===== config.mk =====
export PLATFORM = sky130hd
export DESIGN_NAME = spike_window_monitor
export DESIGN_NICKNAME = d
export VERILOG_FILES = /design/src/rtl/spike_window_monitor.sv
export SDC_FILE = /design/constraint.sdc
export NUM_CORES = 1
export LEC_CHECK = 0
export CORE_ASPECT_RATIO = 1.2
export CORE_UTILIZATION = 51
export DETAILED_ROUTE_END_ITERATION = 12
export HOLD_SLACK_MARGIN = 0.08
export PLACE_DENSITY = 0.86
export SETUP_SLACK_MARGIN = 0.4
export SLEW_MARGIN = 20
export SYNTH_ARGS = -nofsm -noshare
export SYNTH_HDL_FRONTEND = slang
export SYNTH_SLANG_ARGS = --single-unit

===== constraint.sdc =====
create_clock -name clk_i -period 2.42 [get_ports clk_i]
set_input_delay 0.363 -clock clk_i [delete_from_list [all_inputs] [get_ports clk_i]]
set_output_delay 0.363 -clock clk_i [all_outputs]
set_load 0.005 [all_outputs]

===== src/rtl/spike_window_monitor.sv =====
// Windowed spike counter and pre->post latency monitor for the STDP neuron pair.
// Publishes one snapshot record per window through a single-entry valid/ready buffer.
module spike_window_monitor #(
    parameter int unsigned WIN_BITS  = 8,
    parameter int unsigned CNT_WIDTH = 8,
    parameter int unsigned LAT_WIDTH = 8
) (
    input  logic                 clk_i,
    input  logic                 reset_i,
    input  logic                 en_i,
    input  logic                 pre_spike_i,
    input  logic                 post_spike_i,
    input  logic [WIN_BITS-1:0]  window_len_i,
    output logic                 out_valid_o,
    input  logic                 out_ready_i,
    output logic [CNT_WIDTH-1:0] pre_count_o,
    output logic [CNT_WIDTH-1:0] post_count_o,
    output logic [LAT_WIDTH-1:0] last_latency_o,
    output logic                 lat_valid_o,
    output logic                 cnt_sat_o,
    output logic                 overrun_o
);

    localparam int unsigned WinW = WIN_BITS + 1;
    localparam logic [WinW-1:0]      WinOne = WinW'(1);
    localparam logic [CNT_WIDTH-1:0] CntOne = CNT_WIDTH'(1);
    localparam logic [CNT_WIDTH-1:0] CntMax = '1;
    localparam logic [LAT_WIDTH-1:0] LatOne = LAT_WIDTH'(1);
    localparam logic [LAT_WIDTH-1:0] LatMax = '1;

    typedef enum logic [0:0] {StIdle, StCount} state_e;

    state_e               state_q, state_d;
    logic [WinW-1:0]      win_q, win_d;
    logic [WinW-1:0]      cyc_q, cyc_d;
    logic [CNT_WIDTH-1:0] pre_cnt_q, pre_cnt_d;
    logic [CNT_WIDTH-1:0] post_cnt_q, post_cnt_d;
    logic                 sat_q, sat_d;
    logic [LAT_WIDTH-1:0] win_lat_q, win_lat_d;
    logic                 win_lv_q, win_lv_d;
    logic                 armed_q, armed_d;
    logic [LAT_WIDTH-1:0] lat_run_q, lat_run_d;
    logic                 out_valid_q, out_valid_d;
    logic [CNT_WIDTH-1:0] rec_pre_q, rec_pre_d;
    logic [CNT_WIDTH-1:0] rec_post_q, rec_post_d;
    logic [LAT_WIDTH-1:0] rec_lat_q, rec_lat_d;
    logic                 rec_lv_q, rec_lv_d;
    logic                 rec_sat_q, rec_sat_d;
    logic                 overrun_q, overrun_d;

    logic [WinW-1:0]      win_sel;
    logic                 last_cycle;
    logic                 snap;
    logic [LAT_WIDTH-1:0] lat_now;
    logic                 pair;
    logic [LAT_WIDTH-1:0] pair_lat;
    logic [CNT_WIDTH-1:0] pre_nx, post_nx;
    logic                 sat_nx;
    logic [LAT_WIDTH-1:0] lat_nx;
    logic                 lv_nx;

    always_comb begin
        state_d     = state_q;
        win_d       = win_q;
        cyc_d       = cyc_q;
        pre_cnt_d   = pre_cnt_q;
        post_cnt_d  = post_cnt_q;
        sat_d       = sat_q;
        win_lat_d   = win_lat_q;
        win_lv_d    = win_lv_q;
        armed_d     = armed_q;
        lat_run_d   = lat_run_q;
        out_valid_d = out_valid_q;
        rec_pre_d   = rec_pre_q;
        rec_post_d  = rec_post_q;
        rec_lat_d   = rec_lat_q;
        rec_lv_d    = rec_lv_q;
        rec_sat_d   = rec_sat_q;
        overrun_d   = overrun_q;
        snap        = 1'b0;

        // A programmed length of 0 selects the full 2^WIN_BITS window.
        win_sel    = {(window_len_i == '0), window_len_i};
        last_cycle = (state_q == StCount) && (cyc_q == win_q - WinOne);

        // Tracker runs in every state so pairings may straddle window edges.
        lat_now  = (lat_run_q == LatMax) ? LatMax : lat_run_q + LatOne;
        pair     = post_spike_i & (pre_spike_i | armed_q);
        pair_lat = pre_spike_i ? '0 : lat_now;
        if (armed_q) lat_run_d = lat_now;
        if (pre_spike_i && !post_spike_i) begin
            armed_d   = 1'b1;
            lat_run_d = '0;
        end else if (post_spike_i) begin
            armed_d = 1'b0;
        end

        pre_nx  = pre_cnt_q;
        post_nx = post_cnt_q;
        sat_nx  = sat_q;
        lat_nx  = win_lat_q;
        lv_nx   = win_lv_q;
        if (pre_spike_i) begin
            if (pre_cnt_q == CntMax) sat_nx = 1'b1;
            else                     pre_nx = pre_cnt_q + CntOne;
        end
        if (post_spike_i) begin
            if (post_cnt_q == CntMax) sat_nx  = 1'b1;
            else                      post_nx = post_cnt_q + CntOne;
        end
        if (pair) begin
            lat_nx = pair_lat;
            lv_nx  = 1'b1;
        end

        unique case (state_q)
            StIdle: begin
                pre_cnt_d  = '0;
                post_cnt_d = '0;
                sat_d      = 1'b0;
                win_lat_d  = '0;
                win_lv_d   = 1'b0;
                cyc_d      = '0;
                if (en_i) begin
                    win_d   = win_sel;
                    state_d = StCount;
                end
            end
            StCount: begin
                if (last_cycle) begin
                    snap       = 1'b1;
                    cyc_d      = '0;
                    pre_cnt_d  = '0;
                    post_cnt_d = '0;
                    sat_d      = 1'b0;
                    win_lat_d  = '0;
                    win_lv_d   = 1'b0;
                    if (en_i) win_d   = win_sel;
                    else      state_d = StIdle;
                end else begin
                    cyc_d      = cyc_q + WinOne;
                    pre_cnt_d  = pre_nx;
                    post_cnt_d = post_nx;
                    sat_d      = sat_nx;
                    win_lat_d  = lat_nx;
                    win_lv_d   = lv_nx;
                end
            end
            default: state_d = StIdle;
        endcase

        if (out_valid_q && out_ready_i) out_valid_d = 1'b0;
        if (snap) begin
            if (!out_valid_q || out_ready_i) begin
                out_valid_d = 1'b1;
                rec_pre_d   = pre_nx;
                rec_post_d  = post_nx;
                rec_lat_d   = lat_nx;
                rec_lv_d    = lv_nx;
                rec_sat_d   = sat_nx;
            end else begin
                overrun_d = 1'b1;
            end
        end
    end

    always_ff @(posedge clk_i) begin
        if (reset_i) begin
            state_q     <= StIdle;
            win_q       <= '0;
            cyc_q       <= '0;
            pre_cnt_q   <= '0;
            post_cnt_q  <= '0;
            sat_q       <= 1'b0;
            win_lat_q   <= '0;
            win_lv_q    <= 1'b0;
            armed_q     <= 1'b0;
            lat_run_q   <= '0;
            out_valid_q <= 1'b0;
            rec_pre_q   <= '0;
            rec_post_q  <= '0;
            rec_lat_q   <= '0;
            rec_lv_q    <= 1'b0;
            rec_sat_q   <= 1'b0;
            overrun_q   <= 1'b0;
        end else begin
            state_q     <= state_d;
            win_q       <= win_d;
            cyc_q       <= cyc_d;
            pre_cnt_q   <= pre_cnt_d;
            post_cnt_q  <= post_cnt_d;
            sat_q       <= sat_d;
            win_lat_q   <= win_lat_d;
            win_lv_q    <= win_lv_d;
            armed_q     <= armed_d;
            lat_run_q   <= lat_run_d;
            out_valid_q <= out_valid_d;
            rec_pre_q   <= rec_pre_d;
            rec_post_q  <= rec_post_d;
            rec_lat_q   <= rec_lat_d;
            rec_lv_q    <= rec_lv_d;
            rec_sat_q   <= rec_sat_d;
            overrun_q   <= overrun_d;
        end
    end

    assign out_valid_o    = out_valid_q;
    assign pre_count_o    = rec_pre_q;
    assign post_count_o   = rec_post_q;
    assign last_latency_o = rec_lat_q;
    assign lat_valid_o    = rec_lv_q;
    assign cnt_sat_o      = rec_sat_q;
    assign overrun_o      = overrun_q;

endmodule


==> flow_summary.yaml, run 1 <==
outcome:
  status: "finished clean"
layout:
  fillerInstances: 532
  final_common_cell: "dfxtp_1"
  fin_nets: 536
  drive_above_1_share_pct: 22.4
  final_cell_mix: "dfxtp_1 (75), nor2_1 (42), clkdlybuf4s50_1 (40), a31oi_1 (29), buf_4 (24)"
  n_antenna_cell: 0
  areaGrowthSynthToFinish_pct: 31.8
  stdcell_count: 614
clock_network:
  cts_tree: "built"
  insertion_delay_ns: 0.37
  numCtsBuffers: 9
  cts_root_buf: "clkbuf_8"
  clkSinkCount: 82
  ctsLongestPathBuffers: 2
  clkTransAtPathRegs_ns: 0.09
  htreeDepth: 3
min_path:
  min_to: "overrun_o"
  hold_path_depth: 2
  min_from: "overrun_o"
  min_path_type: "flip-flop to flip-flop"
setup_path:
  required_ns: 2.68
  endpoint_kind: "flip-flop"
  worstReg2RegEnd: "pre_count_o[6]"
  critPathKind: "flip-flop to flip-flop"
  reg2reg_slack_ns: 0.14
  path_cells: "xor2_4 -> or2_0 -> a211o_1 -> a2111oi_4 -> buf_6 -> and3_4 -> mux2_4"
  slowest_delay_ns: 0.39
  timing.rr.start: "win_q[3]"
  cp_top_family: "compound AO/OA/AOI/OAI gates"
  crit_buf_inv: 1
  r2r_cells: 7
  critPathMaxFanout: 6
  crit_arrival_ns: 2.53
  startpoint_type: "flip-flop"
  critPathSlowestCell: "dfxtp_4"
synthesis:
  synth-main-ff-cell: "dfxtp_1"
  synth-seq-cells: 82
  yosys-top-cells-area: "dfxtp_1 (41%), nor2_1 (5.5%), a211oi_1 (4.7%), a31oi_1 (4.7%), xor2_1 (3.7%)"
  syn_avg_cell_area_um2: 8.75
  synth_top_area_cell: "dfxtp_1"
  async_flop_share_pct: 0
  netlist_area_um2: 4030
  ys_seq_area_share_pct: 40.8
  synth-edff-count: 0
  ys_types: 52
  synth_nets: 479
  synth_top_area_share_pct: 40.8
  synth_cells: 460
  synth_warnings: 0
sta:
  fin_crit_ns: 2.28
  setup_viol: 0
  slew_violations: 0
  fin_skew_ns: 0.00915
  fmax_ghz: 0.439
  hold_viol: 0
  slew_headroom_pct: 58.4
  max_slew.worst_pin.slew_ns: 0.621
  fin_crit_sh_pct: 94.1
  setup_slack_ns: 0.144
  grt_setup_unrepaired: "true"
  whs_ns: 0.482
run:
  max-cap-violations: 0
floorplanning:
  fp.dieArea_um2: 8260
  die_h_um: 99.3
  ios: 42
  rows: 35
  design.core.area_um2: 7660
  start_util_pct: 52.5
  die_width_um: 83.1
routing:
  drt_wl_total_mm: 11.3
  drt-pass1-iter-count: 5
  routedWlPerCell_um: 18.4
  drt-vias-per-instance: 6.34
  post-route-drc-count: 0
  num_vias: 3895
  drt_iter0_markers: 199
  ant_nets: 0
power_and_ir_drop:
  p_int_mw: 2.10
  combPwrFrac_pct: 16.6
  p_per_area_nw_per_um2: 556
  switchingPower_mw: 0.854
  power.share.switching_pct: 28.9
  leakage_nw: 1.80
  seqPwrFrac_pct: 47.5
  finalPower_mw: 2.95
  vdd_drop_max_mv: 0.514
  clock_power_share_pct: 36.0
global_routing:
  grt_pass1_vias: 3889
  met2_usage_pct: 45.5
  grt_pass1_wl_mm: 17.6
  top_usage_layer: "met2"
  grt_use_met1_pct: 29.4
  overflow: 0
  use_met3_pct: 5.39
  antenna_found_initial: 0
  grt_max_degree: 30
  grt.total_usage_pct: 26.5
place:
  place_congestion: 0.876
  pre_cts_ws_ns: -0.0639
  port_buffers: 41
  dp_hpwl_mm: 6.68
  dp_cells: 581
## Yosys cell counts, types with 2 or more instances
cell type  count
ha_1           5
nand2_1       22
and3_1         8
mux2_2         4
nand2b_1       6
a311oi_1       4
a21o_1         3
dfxtp_1       82
nand4_1       13
a211oi_2       2
clkbuf_1      21
nor2_1        59
a22oi_1        5
a21oi_1       12
inv_1          9
a31oi_1       30
o21ai_0        9
xor2_1        17
a211o_1        3
or3_1          2
a211oi_1      25
xnor2_1       10
nor3b_1        7
o311ai_0       9
and2_1         3
buf_6         10
mux2i_1        7
and4_1         3
nand3_1       18
nor4_1         4
nor3_1        13
nor2b_1       15
## metrics by stage
stage	instance area [um^2]	util (%)	setup TNS [ns]
after floorplan	4050	-	0
after global placement	4550	59.4	0
after detailed placement	4550	59.4	-0.0639
after CTS	5090	66.4	0
after global routing	5310	69.3	0
final	5310	69.3	0
## routing by layer
metal  routed length [um]  share of wire, %
met3                  670               5.9
met5                    0                 0
met2                 5750                51
met1                 4320                38
met4                  537               4.8
## cells by family (layout without fill, tap and decap cells)
logic type                 after synthesis  count (layout)  share of synthesized area (%)
AOI/OAI and AO/OA                      113             113                           20.3
xor gates and xnor gates                27              27                           5.87
adders and majority gates                5               5                           1.55
buffers and inverters                   43             104                           5.97
DFF                                     82              82                           40.8
muxes                                   12              12                           3.23
and+or+nand+nor                        178             179                           22.3
## flip-flops by register name, summed over array words and instances, names as in the netlist
signal and flops:
last_latency_o 8, out_valid_o 1, post_cnt_q 8, state_q 1
post_count_o 8, cnt_sat_o 1, win_q 9, sat_q 1
cyc_q 9, pre_count_o 8, lat_valid_o 1, lat_run_q 8
win_lat_q 8, armed_q 1, pre_cnt_q 8, win_lv_q 1
overrun_o 1
## timing repair
action | in CTS | in global routing
buffers inserted | 12 | 1
pin swaps | 20 | 19
gates cloned | 3 | 1
resized for setup | 47 | 47
hold buffers | 0 | 0
endpoints found under the setup margin | 73 | 77
## cell type report
type | count | area (um^2) | share of cell area, %
Clock inverter | 6 | 72.6 | 1.37
Multi-Input combinational cell | 336 | 2500 | 47.1
Timing Repair Buffer | 78 | 782 | 14.7
Tap cell | 92 | 115 | 2.17
Inverter | 10 | 42.5 | 0.802
Sequential cell | 82 | 1660 | 31.2
Clock buffer | 10 | 138 | 2.59
## power by group through the flow
stage	Clock, mW	Sequential (mW)	Combinational, mW
CTS	1.07	1.40	0.428
finish	1.06	1.40	0.488
global placement	0	1.42	0.313
global route	1.13	1.40	0.519
detailed placement	0	1.42	0.324
floorplan	0	1.41	0.226
## worst reg2reg max path: stages (launching register included)
cell and delay, ns:
dfxtp_4 0.39, xor2_4 0.20, or2_0 0.21, a211o_1 0.34, a2111oi_4 0.32, buf_6 0.19
and3_4 0.23, mux2_4 0.30
## how the worst max path moves through the flow
stage	slack [ns]	depth (start not counted)	start	to
global route	0.1	8	win_q[3]	last_latency_o[0]
global placement	0.09	7	win_q[3]	last_latency_o[6]
detailed placement	-0.06	7	win_q[3]	lat_valid_o
floorplan	0.1	8	win_q[3]	pre_count_o[6]
finish	0.14	7	win_q[3]	pre_count_o[6]
CTS	0.19	7	win_q[3]	pre_count_o[6]
Note: power is estimated with default switching activity, not from simulation.
==> inputs of run 2 (changes only) <==
- GPL_TIMING_DRIVEN: default -> 0
==> flow_summary.yaml, run 2 (synthesized netlist as in run 1, its figures left out) <==
sta:
  slew_violations: 0
  fin_crit_sh_pct: 102
  setup_slack_ns: -0.0378
  fin_tns_setup_ns: -0.323
  fmax_ghz: 0.407
  fin_skew_ns: 0.0125
  slew_headroom_pct: 56.0
  grt_setup_unrepaired: "true"
  hold_viol: 0
  fin_crit_ns: 2.46
  max_slew.worst_pin.slew_ns: 0.660
  setup_viol: 21
global_routing:
  overflow: 0
  grt_pass1_wl_mm: 18.0
  grt.total_usage_pct: 27.1
  grt_pass1_vias: 3776
  grt_max_degree: 15
  antenna_found_initial: 0
outcome:
  status: "finished, violations left"
  violations: "negative setup slack"
routing:
  drt_iter0_markers: 280
  ant_nets: 0
  post-route-drc-count: 0
  num_vias: 4067
  routedWlPerCell_um: 19.4
  drt-vias-per-instance: 6.34
  drt-pass1-iter-count: 5
  drt_wl_total_mm: 12.4
run:
  max-cap-violations: 0
clock_network:
  htreeDepth: 3
  cts_tree: "built"
  clkSinkCount: 82
  numCtsBuffers: 9
  ctsLongestPathBuffers: 2
  insertion_delay_ns: 0.37
  cts_root_buf: "clkbuf_8"
  clkTransAtPathRegs_ns: 0.09
  cts.hold.buffers_added: 0
layout:
  stdcell_count: 641
  fin_nets: 563
  areaGrowthSynthToFinish_pct: 36.4
  final_area_um2: 5490
  reg.largest.list: "cyc_q x9, win_q x9"
  final_cell_mix: "dfxtp_1 (76), clkdlybuf4s50_1 (40), nor2_1 (39), a31oi_1 (30), nand2_1 (22)"
  drive_above_1_share_pct: 25.1
  final_common_cell: "dfxtp_1"
  finalCoreUtilization_pct: 71.6
  n_antenna_cell: 0
power_and_ir_drop:
  leakage_nw: 1.89
  vdd_drop_max_mv: 0.339
  p_per_area_nw_per_um2: 528
floorplanning:
  design.core.area_um2: 7660
  ios: 42
  fp.dieArea_um2: 8260
  start_util_pct: 52.5
  die_h_um: 99.3
  rows: 35
  die_width_um: 83.1
setup_path:
  worstReg2RegEnd: "pre_count_o[6]"
  critPathMaxFanout: 5
  cp_top_family: "compound AO/OA/AOI/OAI gates"
  startpoint_type: "flip-flop"
  cp-endpoint: "pre_count_o[6]"
  endpoint_kind: "flip-flop"
  path_cells: "buf_6 -> xor2_4 -> or2_0 -> a211o_1 -> a2111oi_4 -> buf_6 -> and3_4 -> buf_8 -> mux2_4"
  timing.rr.start: "win_q[3]"
  critPathSlowestCell: "a2111oi_4"
  slowest_delay_ns: 0.37
  path_common_cell: "buf_6"
  worst-path-stages: 9
  crit_buf_inv: 3
  required_ns: 2.69
  crit_start: "win_q[3]"
  reg2reg_slack_ns: -0.04
  critPathKind: "flip-flop to flip-flop"
  crit_arrival_ns: 2.72
  r2r_cells: 9
place:
  dpl_cell_area_um2: 4560
  dp_hpwl_mm: 6.92
  dp_cells: 592
  pre_cts_ws_ns: -0.266
  place_congestion: 0.884
  port_buffers: 40
min_path:
  min_path_type: "input port to flip-flop"
==> run 2: changes by cell type in the layout (fill, tap and decap cells not counted), moves of 3 or more <==
cell / change
clkbuf_1: +14
nor2_2: +8
buf_4: -7
buf_6: +6
buf_8: +6
clkbuf_2: +5
nor2_4: -5
a211oi_1: -4
a211oi_2: +4
clkinv_2: +3
nor2_1: -3
==> run 2: worst min path at each step <==
stage	from	endpoint	slack (ns)	cells past startpoint
floorplan	win_lv_q	win_lv_q	0.43	2
global placement	win_lv_q	win_lv_q	0.44	2
detailed placement	win_lv_q	win_lv_q	0.45	2
CTS	en_i	state_q	0.45	3
global route	en_i	state_q	0.52	3
finish	en_i	state_q	0.46	3
==> run 2: per-stage QoR <==
step / total power, mW / hold slack (ns)
after floorplan: 1.64 / 0.426
after global placement: 1.72 / 0.443
after detailed placement: 1.74 / 0.454
after CTS: 2.80 / 0.448
after global routing: 2.99 / 0.523
final: 2.90 / 0.461
==> run 2: report_power, final <==
part | internal, mW | switching, mW | leakage (nW)
combinational | 0.213 | 0.283 | 1.13
clock | 0.475 | 0.533 | 0.0990
sequential | 1.37 | 0.0281 | 0.666
total | 2.05 | 0.844 | 1.89
==> run 2: per-layer routing <==
| metal | up-vias | global-route usage, % | routed length, um |
|---|---|---|---|
| li1 | 1862 | - | - |
| met1 | 1940 | 31.1 | 4800 |
| met2 | 218 | 47.1 | 6250 |
| met3 | 47 | 4.73 | 866 |
| met4 | 0 | 16.4 | 490 |
| met5 | - | 0 | 0 |
==> run 2: worst min-delay path: stages <==
cell and delay, ns:
clkbuf_1 0.21, inv_1 0.15, a21oi_1 0.07
==> run 2: layout make-up <==
| type | count | area [um^2] |
|---|---|---|
| tap | 92 | 115 |
| multi-input combinational | 336 | 2490 |
| buffer | 33 | 238 |
| clock buffer | 9 | 124 |
| inverter | 10 | 40.0 |
| timing repair buffer | 72 | 761 |
| clock inverter | 7 | 70.1 |
| sequential | 82 | 1650 |
| fill | 507 | 2170 |
==> run 2: what timing repair did <==
action | 4_1_cts | 5_1_grt
gates cloned | 5 | 2
endpoints found under the hold margin | 0 | 0
gates resized for setup | 51 | 62
buffers inserted | 17 | 9
pin swaps | 28 | 25
endpoints found under the setup margin | 75 | 79
==> inputs of run 3 (changes only) <==
- HOLD_SLACK_MARGIN: 0.08 -> default
- SLEW_MARGIN: 20 -> default
==> results of run 3 <==
Same layout as run 2: the final DEF is identical, and so are final timing and power.
==> edit, RTL diff (config.mk and constraints of run 2) <==
Reset style: asynchronous (`reset_i`), changed in one clocked block.
--- a/src/rtl/spike_window_monitor.sv
+++ b/src/rtl/spike_window_monitor.sv
@@ -166,3 +166,3 @@
 
-    always_ff @(posedge clk_i) begin
+    always_ff @(posedge clk_i or posedge reset_i) begin
         if (reset_i) begin
Function: differs if reset_i is asserted again (counterexample within 4 cycles, from zero or initial values and one cycle with reset_i high); with reset_i held inactive, the same outputs for 4 cycles.
==> edit against run 2 <==
  * The run still ends with setup timing left
  * Sequential share of layout area grew 6.7 points
  * Sequential cell count is the same
  * Design area increased by 1.9%
  * Cell count shrank 11%
  * Setup slack got worse by 0.24 ns
  * Synthesized area shrank 0.78%
  * Maximum frequency fell by 8.9%
  * Critical path depth grew 4
  * Wire length fell by 2.0%
Power is not compared: it rests on default switching activity, and its combinational part moved more than twofold at a synthesized area within 25%.
==> edit: results <==
[status]
status = "finished, violations left"
violations = "setup timing"

[timing]
setup_tns_ns = -9.364
final.setup.worst_slack_ns = -0.2780
fin_skew_ns = 0.01647
final-setup-viol-count = 67
finalCriticalPeriod_ns = 2.698

[placement]
dpl.hpwl_mm = 6.377
gp_congestion = 0.8109
placed_cells = 520
post-place-ws_ns = -0.5176
placed_cell_area_mm2 = 0.004613

[clock_network]
ctsResizeCount = 78

[critical_path]
cp-startpoint = "win_q[0]"
arrival_ns = 2.94
cp-endpoint = "last_latency_o[0]"
worstPathMaxFanout = 10
reg2reg_depth = 13

[global_routing]
grt_first_pass_wirelength_mm = 17.81
grt_pass1_vias = 3621
grt_max_degree = 33
track_usage_pct = 29.05

[routing]
wl_per_cell_um = 21.37
dr_total_vias = 3499
drt_first_iter_violations = 380
wl_mm = 12.16
drtPass1Iterations = 6

[finish]
drive_gt1_share_pct = 30.40
antenna_cells = 0
fillers = 461
fin_nets = 492

[logic_synthesis]
synth_fp_nets = 404
synth_commonest_cells = "dfrtp_1 (82), nor2_1 (44), nand2_1 (23)"
ys_async_sr_fraction_pct = 100.0
ys_seq_area_share_pct = 51.36
yosys.cell_types.count = 46

[min_path]
min_path_type = "in2async"
## edit: kinds of logic after synthesis
kind of cell | share of synthesized area [%]
buf+inv | 3.476
compound gates | 12.25
mux | 7.141
xor+xnor | 6.577
fa+ha+maj | 1.566
flops | 51.36
simple gates | 17.63
## edit: cell type report
class / count / area (um2) / area share [%]
inverter: 13 / 55.05 / 0.9843
multi-input combinational: 270 / 2148 / 38.41
clock inverter: 5 / 78.83 / 1.409
clock buffer: 10 / 137.6 / 2.461
sequential: 82 / 2054 / 36.73
timing repair buffer: 77 / 807.0 / 14.43
tap: 92 / 115.1 / 2.058
buffer: 20 / 196.4 / 3.512
## edit: worst max-delay path, cell delays in order, from the launching register on
cell	delay (ns)
dfrtp_1	0.37
clkbuf_8	0.14
inv_4	0.05
ha_4	0.14
clkbuf_16	0.15
buf_4	0.12
nand3_1	0.14
o22ai_2	0.38
o211ai_4	0.14
buf_6	0.16
buf_6	0.11
buf_2	0.22
o31ai_2	0.34
o21ai_1	0.11
## edit: worst min-delay path by stage
stage                                to  slack (ns)
final                          cyc_q[3]        0.36
after global routing           cyc_q[0]        0.39
after CTS                 post_cnt_q[1]        0.38
after detailed placement      overrun_o        0.47
after global placement        overrun_o        0.44
after floorplan                 armed_q        0.43
## edit: routing by layer
layer	track usage (%)	up-vias	share of wire, %
met2	49.18	192	52
li1	-	1538	-
met3	4.815	50	6.6
met4	15.78	0	4.7
met1	34.29	1719	37
met5	0	-	0
## edit: power by group through the flow
| stage | registers (mW) | clock network [mW] | logic [mW] |
|---|---|---|---|
| floorplan | 2.05 | 0 | 1.41 |
| global placement | 2.10 | 0 | 1.86 |
| detailed placement | 2.12 | 0 | 1.98 |
| CTS | 2.09 | 1.10 | 2.72 |
| global route | 2.17 | 1.19 | 3.40 |
| finish | 2.14 | 1.13 | 3.22 |
